## src/rtl/pipe_skid_stage_if.sv

```systemverilog
// Valid/ready handshake bundle for pipe_skid_stage: upstream in_* side and downstream out_* side.
// The stage itself uses the slave view; whoever drives and observes the stage uses the master view.
interface pipe_skid_stage_if #(
  parameter int WIDTH = 32
) ();
  logic             in_valid;
  logic [WIDTH-1:0] in_data;
  logic             in_ready;
  logic             out_valid;
  logic [WIDTH-1:0] out_data;
  logic             out_ready;

  modport slave (
    input  in_valid, in_data, out_ready,
    output in_ready, out_valid, out_data
  );

  modport master (
    output in_valid, in_data, out_ready,
    input  in_ready, out_valid, out_data
  );
endinterface

```

## src/rtl/pipe_skid_stage.sv

```systemverilog
// Two-entry skid buffer (main + skid) with fully registered in_ready and out_data,
// synchronous flush, per-item kill, and a saturating downstream stall counter.
module pipe_skid_stage #(
  parameter int WIDTH      = 32,
  parameter bit CLEAR_DATA = 1'b1,
  parameter int CNT_W      = 16
) (
  input  logic                 clk,
  input  logic                 reset,
  input  logic                 flush,
  input  logic                 kill_in,
  pipe_skid_stage_if.slave     bus,
  output logic [1:0]           occupancy,
  output logic [CNT_W-1:0]     stall_cnt
);

  // State encoding doubles as the occupancy count.
  localparam logic [1:0] S_EMPTY = 2'd0;
  localparam logic [1:0] S_ONE   = 2'd1;
  localparam logic [1:0] S_FULL  = 2'd2;

  logic [1:0]       r_state;
  logic [1:0]       w_state_nxt;
  logic [WIDTH-1:0] r_main;
  logic [WIDTH-1:0] r_skid;
  logic [WIDTH-1:0] w_main_nxt;
  logic [WIDTH-1:0] w_skid_nxt;
  logic             r_in_ready;
  logic [CNT_W-1:0] r_stall_cnt;

  logic w_acc;
  logic w_store;
  logic w_ofire;
  logic w_stall;

  assign w_acc   = bus.in_valid & r_in_ready;
  assign w_store = w_acc & ~kill_in;
  assign w_ofire = bus.out_valid & bus.out_ready;
  assign w_stall = bus.out_valid & ~bus.out_ready;

  assign bus.out_valid = (r_state != S_EMPTY);
  assign bus.out_data  = r_main;
  assign bus.in_ready  = r_in_ready;
  assign occupancy     = r_state;
  assign stall_cnt     = r_stall_cnt;

  always_comb begin
    // NOTE: every output of this block gets a default first so no path can infer a latch.
    w_state_nxt = r_state;
    w_main_nxt  = r_main;
    w_skid_nxt  = r_skid;
    if (flush) begin
      w_state_nxt = S_EMPTY;
      if (CLEAR_DATA) begin
        w_main_nxt = '0;
        w_skid_nxt = '0;
      end
    end else begin
      case (r_state)
        S_EMPTY: begin
          if (w_store) begin
            w_state_nxt = S_ONE;
            w_main_nxt  = bus.in_data;
          end
        end
        S_ONE: begin
          if (w_store && w_ofire) begin
            w_main_nxt = bus.in_data;
          end else if (w_store) begin
            w_state_nxt = S_FULL;
            w_skid_nxt  = bus.in_data;
          end else if (w_ofire) begin
            w_state_nxt = S_EMPTY;
          end
        end
        S_FULL: begin
          if (w_ofire) begin
            w_state_nxt = S_ONE;
            w_main_nxt  = r_skid;
          end
        end
        default: w_state_nxt = S_EMPTY;
      endcase
    end
  end

  always_ff @(posedge clk or negedge reset) begin
    if (!reset) begin
      // NOTE: the payload registers are reset too, so out_data reads zero during and after reset.
      r_state     <= S_EMPTY;
      r_main      <= '0;
      r_skid      <= '0;
      r_in_ready  <= 1'b0;
      r_stall_cnt <= '0;
    end else begin
      // NOTE: sequential state uses non-blocking assignments only, so all registers see pre-edge values.
      r_state    <= w_state_nxt;
      r_main     <= w_main_nxt;
      r_skid     <= w_skid_nxt;
      // Ready is a pure register of "skid empty next cycle": no in_valid/out_ready comb path.
      r_in_ready <= (w_state_nxt != S_FULL);
      if (w_stall && (r_stall_cnt != '1)) begin
        r_stall_cnt <= r_stall_cnt + CNT_W'(1);
      end
    end
  end

endmodule
```

## src/flat_wrapper.sv

```systemverilog
// flat-port wrapper written by rule: the top's interface ports become plain ports
module pipe_skid_stage_flat 
#(
  parameter int WIDTH      = 32,
  parameter bit CLEAR_DATA = 1'b1,
  parameter int CNT_W      = 16
)
  (clk, reset, flush, kill_in, occupancy, stall_cnt, bus_in_valid, bus_in_data, bus_out_ready, bus_in_ready, bus_out_valid, bus_out_data);
  pipe_skid_stage_if #(.WIDTH(WIDTH)) bus_i ();
  input  logic clk;
  input  logic reset;
  input  logic flush;
  input  logic kill_in;
  output logic [1:0] occupancy;
  output logic [CNT_W-1:0] stall_cnt;
  input wire logic [$bits(bus_i.in_valid)-1:0] bus_in_valid;
  input wire logic [$bits(bus_i.in_data)-1:0] bus_in_data;
  input wire logic [$bits(bus_i.out_ready)-1:0] bus_out_ready;
  output wire logic [$bits(bus_i.in_ready)-1:0] bus_in_ready;
  output wire logic [$bits(bus_i.out_valid)-1:0] bus_out_valid;
  output wire logic [$bits(bus_i.out_data)-1:0] bus_out_data;
  assign bus_i.in_valid = bus_in_valid;
  assign bus_i.in_data = bus_in_data;
  assign bus_i.out_ready = bus_out_ready;
  assign bus_in_ready = bus_i.in_ready;
  assign bus_out_valid = bus_i.out_valid;
  assign bus_out_data = bus_i.out_data;
  pipe_skid_stage #(.WIDTH(WIDTH), .CLEAR_DATA(CLEAR_DATA), .CNT_W(CNT_W)) u_core (.clk(clk), .reset(reset), .flush(flush), .kill_in(kill_in), .bus(bus_i), .occupancy(occupancy), .stall_cnt(stall_cnt));
endmodule
```

## config.mk

```make
export PLATFORM = sky130hd
export DESIGN_NAME = pipe_skid_stage_flat
export DESIGN_NICKNAME = d
export VERILOG_FILES = /design/src/rtl/pipe_skid_stage_if.sv /design/src/rtl/pipe_skid_stage.sv /design/src/flat_wrapper.sv
export SDC_FILE = /design/constraint.sdc
export NUM_CORES = 1
export LEC_CHECK = 0
export ABC_AREA = 1
export CORE_UTILIZATION = 43
export CTS_CLUSTER_DIAMETER = 50
export DETAILED_ROUTE_END_ITERATION = 8
export PLACE_DENSITY = 0.71
export SYNTH_ARGS = -nofsm -noshare
export SYNTH_HDL_FRONTEND = slang
export SYNTH_SLANG_ARGS = --single-unit
```

## constraint.sdc

```tcl
create_clock -name clk -period 1.5 [get_ports clk]
set_clock_uncertainty 0.05 [all_clocks]
set_input_delay 0.3 -clock clk [delete_from_list [all_inputs] [get_ports clk]]
set_output_delay 0.3 -clock clk [all_outputs]
set_load 0.05 [all_outputs]
```

== Word level (Yosys, flattened, before mapping) ==
Cells that the tools add are included.

* Add/subtract/negate cells: 1
* Equality and inequality tests: 8
* Mux-type cells: 15
* Bitwise operators: 6
* Reductions and logical operators: 9

{| class="wikitable"
|+ Operators with widths
! kind !! count
|-
| two-way mux 32 bit || 7
|-
| case mux 32 bit (3 select lines) || 1
|-
| adder 16 x 1 -> 16 bit (second input constant) || 1
|-
| != test 16 bit (second input constant) || 1
|-
| two-way mux 2 bit || 6
|-
| != test 3 x 2 -> 1 bit (second input constant) || 3
|-
| case mux 2 bit (3 select lines) || 1
|-
| nonzero test 2 bit || 3
|-
| bitwise AND 1 bit || 4
|-
| != test 2 bit (second input constant) || 2
|-
| AND reduction 4 bit || 1
|-
| nonzero test 4 bit || 1
|-
| AND reduction 3 bit || 1
|-
| equality test 2 x 1 -> 1 bit (second input constant) || 1
|-
| equality test 2 bit (second input constant) || 1
|-
| logical AND 1 bit || 2
|-
| logical NOT 2 bit || 1
|-
| NOT 1 bit || 2
|}

* Bits in registers: 83
* Input bits: 38
* Output and inout port bits: 52

== Logic depth before layout (Yosys ltp) ==
Gate-level depths: netlist of the first run.

* Depth after elaboration: 8
* Gate-level depth with buffers: 8
* Mapped depth without buffers: 8

== Worst setup path before layout of the first run ==
OpenSTA, ideal clock, no wires.

* Kind: flip-flop to flip-flop
* Start point: register u_core.r_stall_cnt[1] (netlist: u_core.stall_cnt[1])
* End point: register u_core.r_stall_cnt[3] (netlist: u_core.stall_cnt[3])
* Data arrival time: 1.723 ns
* Data required time: 1.384 ns
* Path slack: -0.339 ns
* Cell stages (with the launch flop): 9
* Path buffers: 1
* Period minus slack after synthesis: 1.839 ns
* Cell sequence: dfrtp_1 -> ha_1 -> nand3_1 -> inv_1 -> nand4_1 -> nand2_2 -> buf_4 -> nand2_1 -> nand2_1

* Cells in the longest elaborated chain, start to end: 2
* Elaborated cells between the ends (all ways): 3
* Classes of those cells: add/sub: 1; eq/ne: 1; reduce/logical: 1

{| class="wikitable"
|+ Ends and longest elaborated chain
! element !! RTL line !! RTL
|-
| start: declaration || pipe_skid_stage.sv:29 || <nowiki>logic [CNT_W-1:0] r_stall_cnt;</nowiki>
|-
| start signal: assignment || pipe_skid_stage.sv:103 || <nowiki>r_stall_cnt <= r_stall_cnt + CNT_W'(1);</nowiki>
|-
| parallel branches: the longest is 2 deep, another holds adder 16 x 1 -> 16 bit || -- ||
|}

Several ways; the timed one is not identified.
A chain may end at the register's enable or synchronous reset.

== Worst setup path after layout of the first run ==
* Start point: register u_core.r_stall_cnt[0] (netlist: u_core.stall_cnt[0])
* End point: register u_core.r_stall_cnt[3] (netlist: u_core.stall_cnt[3])

Same word-level chain as after synthesis.

==> key figures, run 1 <==
Clock tree
  • Skew-Pair Late Insertion Delay: 370 ps
  • Max Root-Sink Buffers: 2
  • Root Buffer: clkbuf_8
  • # clock sinks: 83
  • TritonCTS clock tree: done
  • Clock-pin transition on the worst setup and hold timing paths: 90 ps
  • CTS Buf Count: 9
  • H-tree depth: 3

STA
  • Rel. slew slack: 70.6%
  • Achievable Freq: 637 MHz
  • Minimum clock period: 1570 ps
  • PnR worst setup slack: -70.6 ps
  • Final hold violations: 0
  • Worst Tran Pin Value: 441 ps
  • Fin crit share: 105%
  • RSZ-0062 raised after global routing: yes
  • Fin. max-slew vios: 0
  • # setup viols final: 40
  • Final setup TNS: -1190 ps

Placement
  • Placed wire-length estimate: 7160 µm
  • Cell Area, Placed: 0.00591 mm²
  • Gpl congestion: 0.812
  • Dpl cells: 728
  • Port Buf Inserts: 89

Detailed routing
  • DRC viols: 0
  • TritonRoute pass-1 iters: 5
  • ANT nets after route: 0
  • WL/cell: 15.4 µm
  • Via Count: 4068
  • Routed WL: 11800 µm
  • Vias per std cell: 5.31
  • Initial DRC Count: 212

Logic synthesis
  • Synth Cell Area: 0.00408 mm²
  • Seq cells post-synth: 83
  • Seq/Total Area, Yosys: 50.9%
  • Largest family of logic cells by synthesized area: simple AND/OR/NAND/NOR gates
  • Synth warn: 0
  • Synth Area in Simple Gates: 25.0%
  • Adder-cell share of the synthesized area: 0.307%
  • Syn avg cell area: 7.88 µm²
  • Post-Synthesis Cells: 518
  • Mux contribution to synthesized area: 0%
  • Synthesized net count: 557
  • Synth unique cells: 22
  • Synth Area in Compound Gates: 12.3%
  • Synth Area in XOR/XNOR: 1.72%

Floorplan
  • Core Area: 0.00920 mm²
  • Horiz. Die Dim: 99.4 µm
  • Die area: 0.00988 mm²
  • Starting Density: 44.4%
  • Die Span Y: 99.4 µm
  • Io pins: 90
  • Rows: 35

Setup path
  • Worst setup SP type: register
  • Crit. End Element: register
  • Kind of critical path: register to register
  • Reg2Reg Setup Slack: -70 ps
  • Critical Path AT: 1830 ps
  • Crit path max fanout: 8
  • Worst Path Required: 1750 ps

Global routing
  • GRT overflow: 0
  • Global Route Usage Sum: 22.6%
  • First-pass GRT wire length: 17700 µm
  • Largest net degree at the start of global routing: 84
  • Initial antenna violation count: 0
  • Vias in the first global route: 3739

Hold path
  • Hold crit path type: input port to asynchronous set/reset pin

Power
  • Cell Pwr Density: 882 mW/mm²
  • Lkg Pwr: 3.06 nW
  • Worst VDD drop: 546 µV

Flow run
  • MaxCap Viol Count: 0

Layout
  • Design area: 0.00655 mm²
  • # nets final: 689
  • P&R area growth vs syn: 60.4%
  • Most common cell after layout, fill and taps aside: nand2_1
  • Diode count: 0
  • Non-filler instance count after layout: 766
  • Share of layout cells above drive strength 1: 28.9%
  • Commonest non-fill, non-tap cells in the layout: nand2_1 (110), inv_1 (66), nor2_1 (64), dfrtp_1 (64), buf_12 (60)

Outcome
  • Failing checks: negative setup slack
  • Status: finished with violations
[state kept, by name, summed over array words and instances, names as in the netlist]
name / count
u_core.bus.out_data: 32
u_core.r_skid: 32
u_core.stall_cnt: 16
u_core.occupancy: 2
u_core.bus.in_ready: 1
[worst max-delay path: stages (launching register included)]
cell and delay [ps]:
dfrtp_2 420, ha_4 180, nand3_4 100, inv_4 100, nand4_1 250, nand2_2 270, nand2_1 80, nand2_1 80
[cells by family after synthesis]
family                   count (synthesis)
AND/OR/NAND/NOR                        246
buffers and inverters                   96
AO/OA/AOI/OAI                           84
flip-flops                              83
XOR/XNOR                                 8
adder cells (fa/ha/maj)                  1
[cell type report]
| cell class | instances | area (µm²) |
|---|---|---|
| flip-flops and latches | 83 | 2100 |
| multi-input cells | 340 | 1790 |
| well taps | 111 | 139 |
| repair buffers | 146 | 2070 |
| clock buffers | 11 | 141 |
| clock inverters | 5 | 28.8 |
| fillers | 684 | 2650 |
| inverters | 70 | 278 |
[cell usage after synthesis]
master | n | share of area [%]
a211oi_1 | 18 | 3.3
o21ai_0 | 39 | 4.8
o21ai_4 | 1 | 0.40
nor2_4 | 1 | 0.28
nand4_1 | 7 | 1.1
o22ai_1 | 18 | 2.8
ha_1 | 1 | 0.31
inv_2 | 2 | 0.18
nor2_1 | 70 | 6.4
buf_2 | 14 | 1.7
o21bai_1 | 1 | 0.18
nor2_2 | 5 | 0.77
clkbuf_1 | 6 | 0.55
nand2_1 | 119 | 11
buf_4 | 6 | 1.1
nand3_1 | 42 | 5.2
inv_1 | 68 | 6.3
nand2_2 | 2 | 0.31
dfrtp_1 | 83 | 51
xnor2_1 | 7 | 1.5
o21ai_1 | 7 | 0.86
xor2_1 | 1 | 0.21
[metal layers]
metal,track usage [%],up-vias,share of wire [%]
li1,-,1925,-
met3,4.15,32,4.7
met5,0,-,0
met2,38.0,134,52
met4,8.71,0,2.5
met1,28.9,1977,41
[power by group]
part           internal (W)  total (W)  switching, W  leakage [nW]
logic              0.000870    0.00176      0.000891          1.87
registers           0.00238    0.00255      0.000171          1.09
clock network      0.000639    0.00147      0.000826        0.0928
total               0.00389    0.00578       0.00189          3.06
[stage by stage]
step	total power (W)	hold WS, ps	setup slack [ps]	util, %
2_1_floorplan	0.00328	-45.6	-22.2	-
3_3_place_gp	0.00406	314	-254	64.3
3_5_place_dp	0.00410	316	-302	64.3
4_1_cts	0.00559	468	0.764	67.2
5_1_grt	0.00601	477	-168	71.2
6_report	0.00578	451	-70.6	71.2
[timing repair]
item,CTS,global route
endpoints found under the hold margin,83,0
setup buffers,8,5
gates resized for setup,6,70
pin swaps,2,6
hold buffers,1,0
cloned,0,8
setup endpoints to repair,14,77
[path summary, 6_finish.rpt]
check / start / endpoint / cells after the start
worst max-delay path: u_core.stall_cnt[0] / u_core.stall_cnt[3] / 7
worst min-delay path: reset / u_core.bus.out_data[13] / 3
worst max register to register: u_core.stall_cnt[0] / u_core.stall_cnt[3] / 7
worst min register to register: u_core.r_skid[13] / u_core.r_skid[13] / 2
max in group asynchronous: reset / u_core.occupancy[1] / 3
min in group clk: bus_in_data[22] / u_core.r_skid[22] / 3
(Power assumes the default switching activity.)
==> inputs of run 2 (changes only) <==
CAP_MARGIN = 20   (was default)
==> results of run 2 <==
Same layout as run 1: the final DEF is identical, and so are final timing and power.
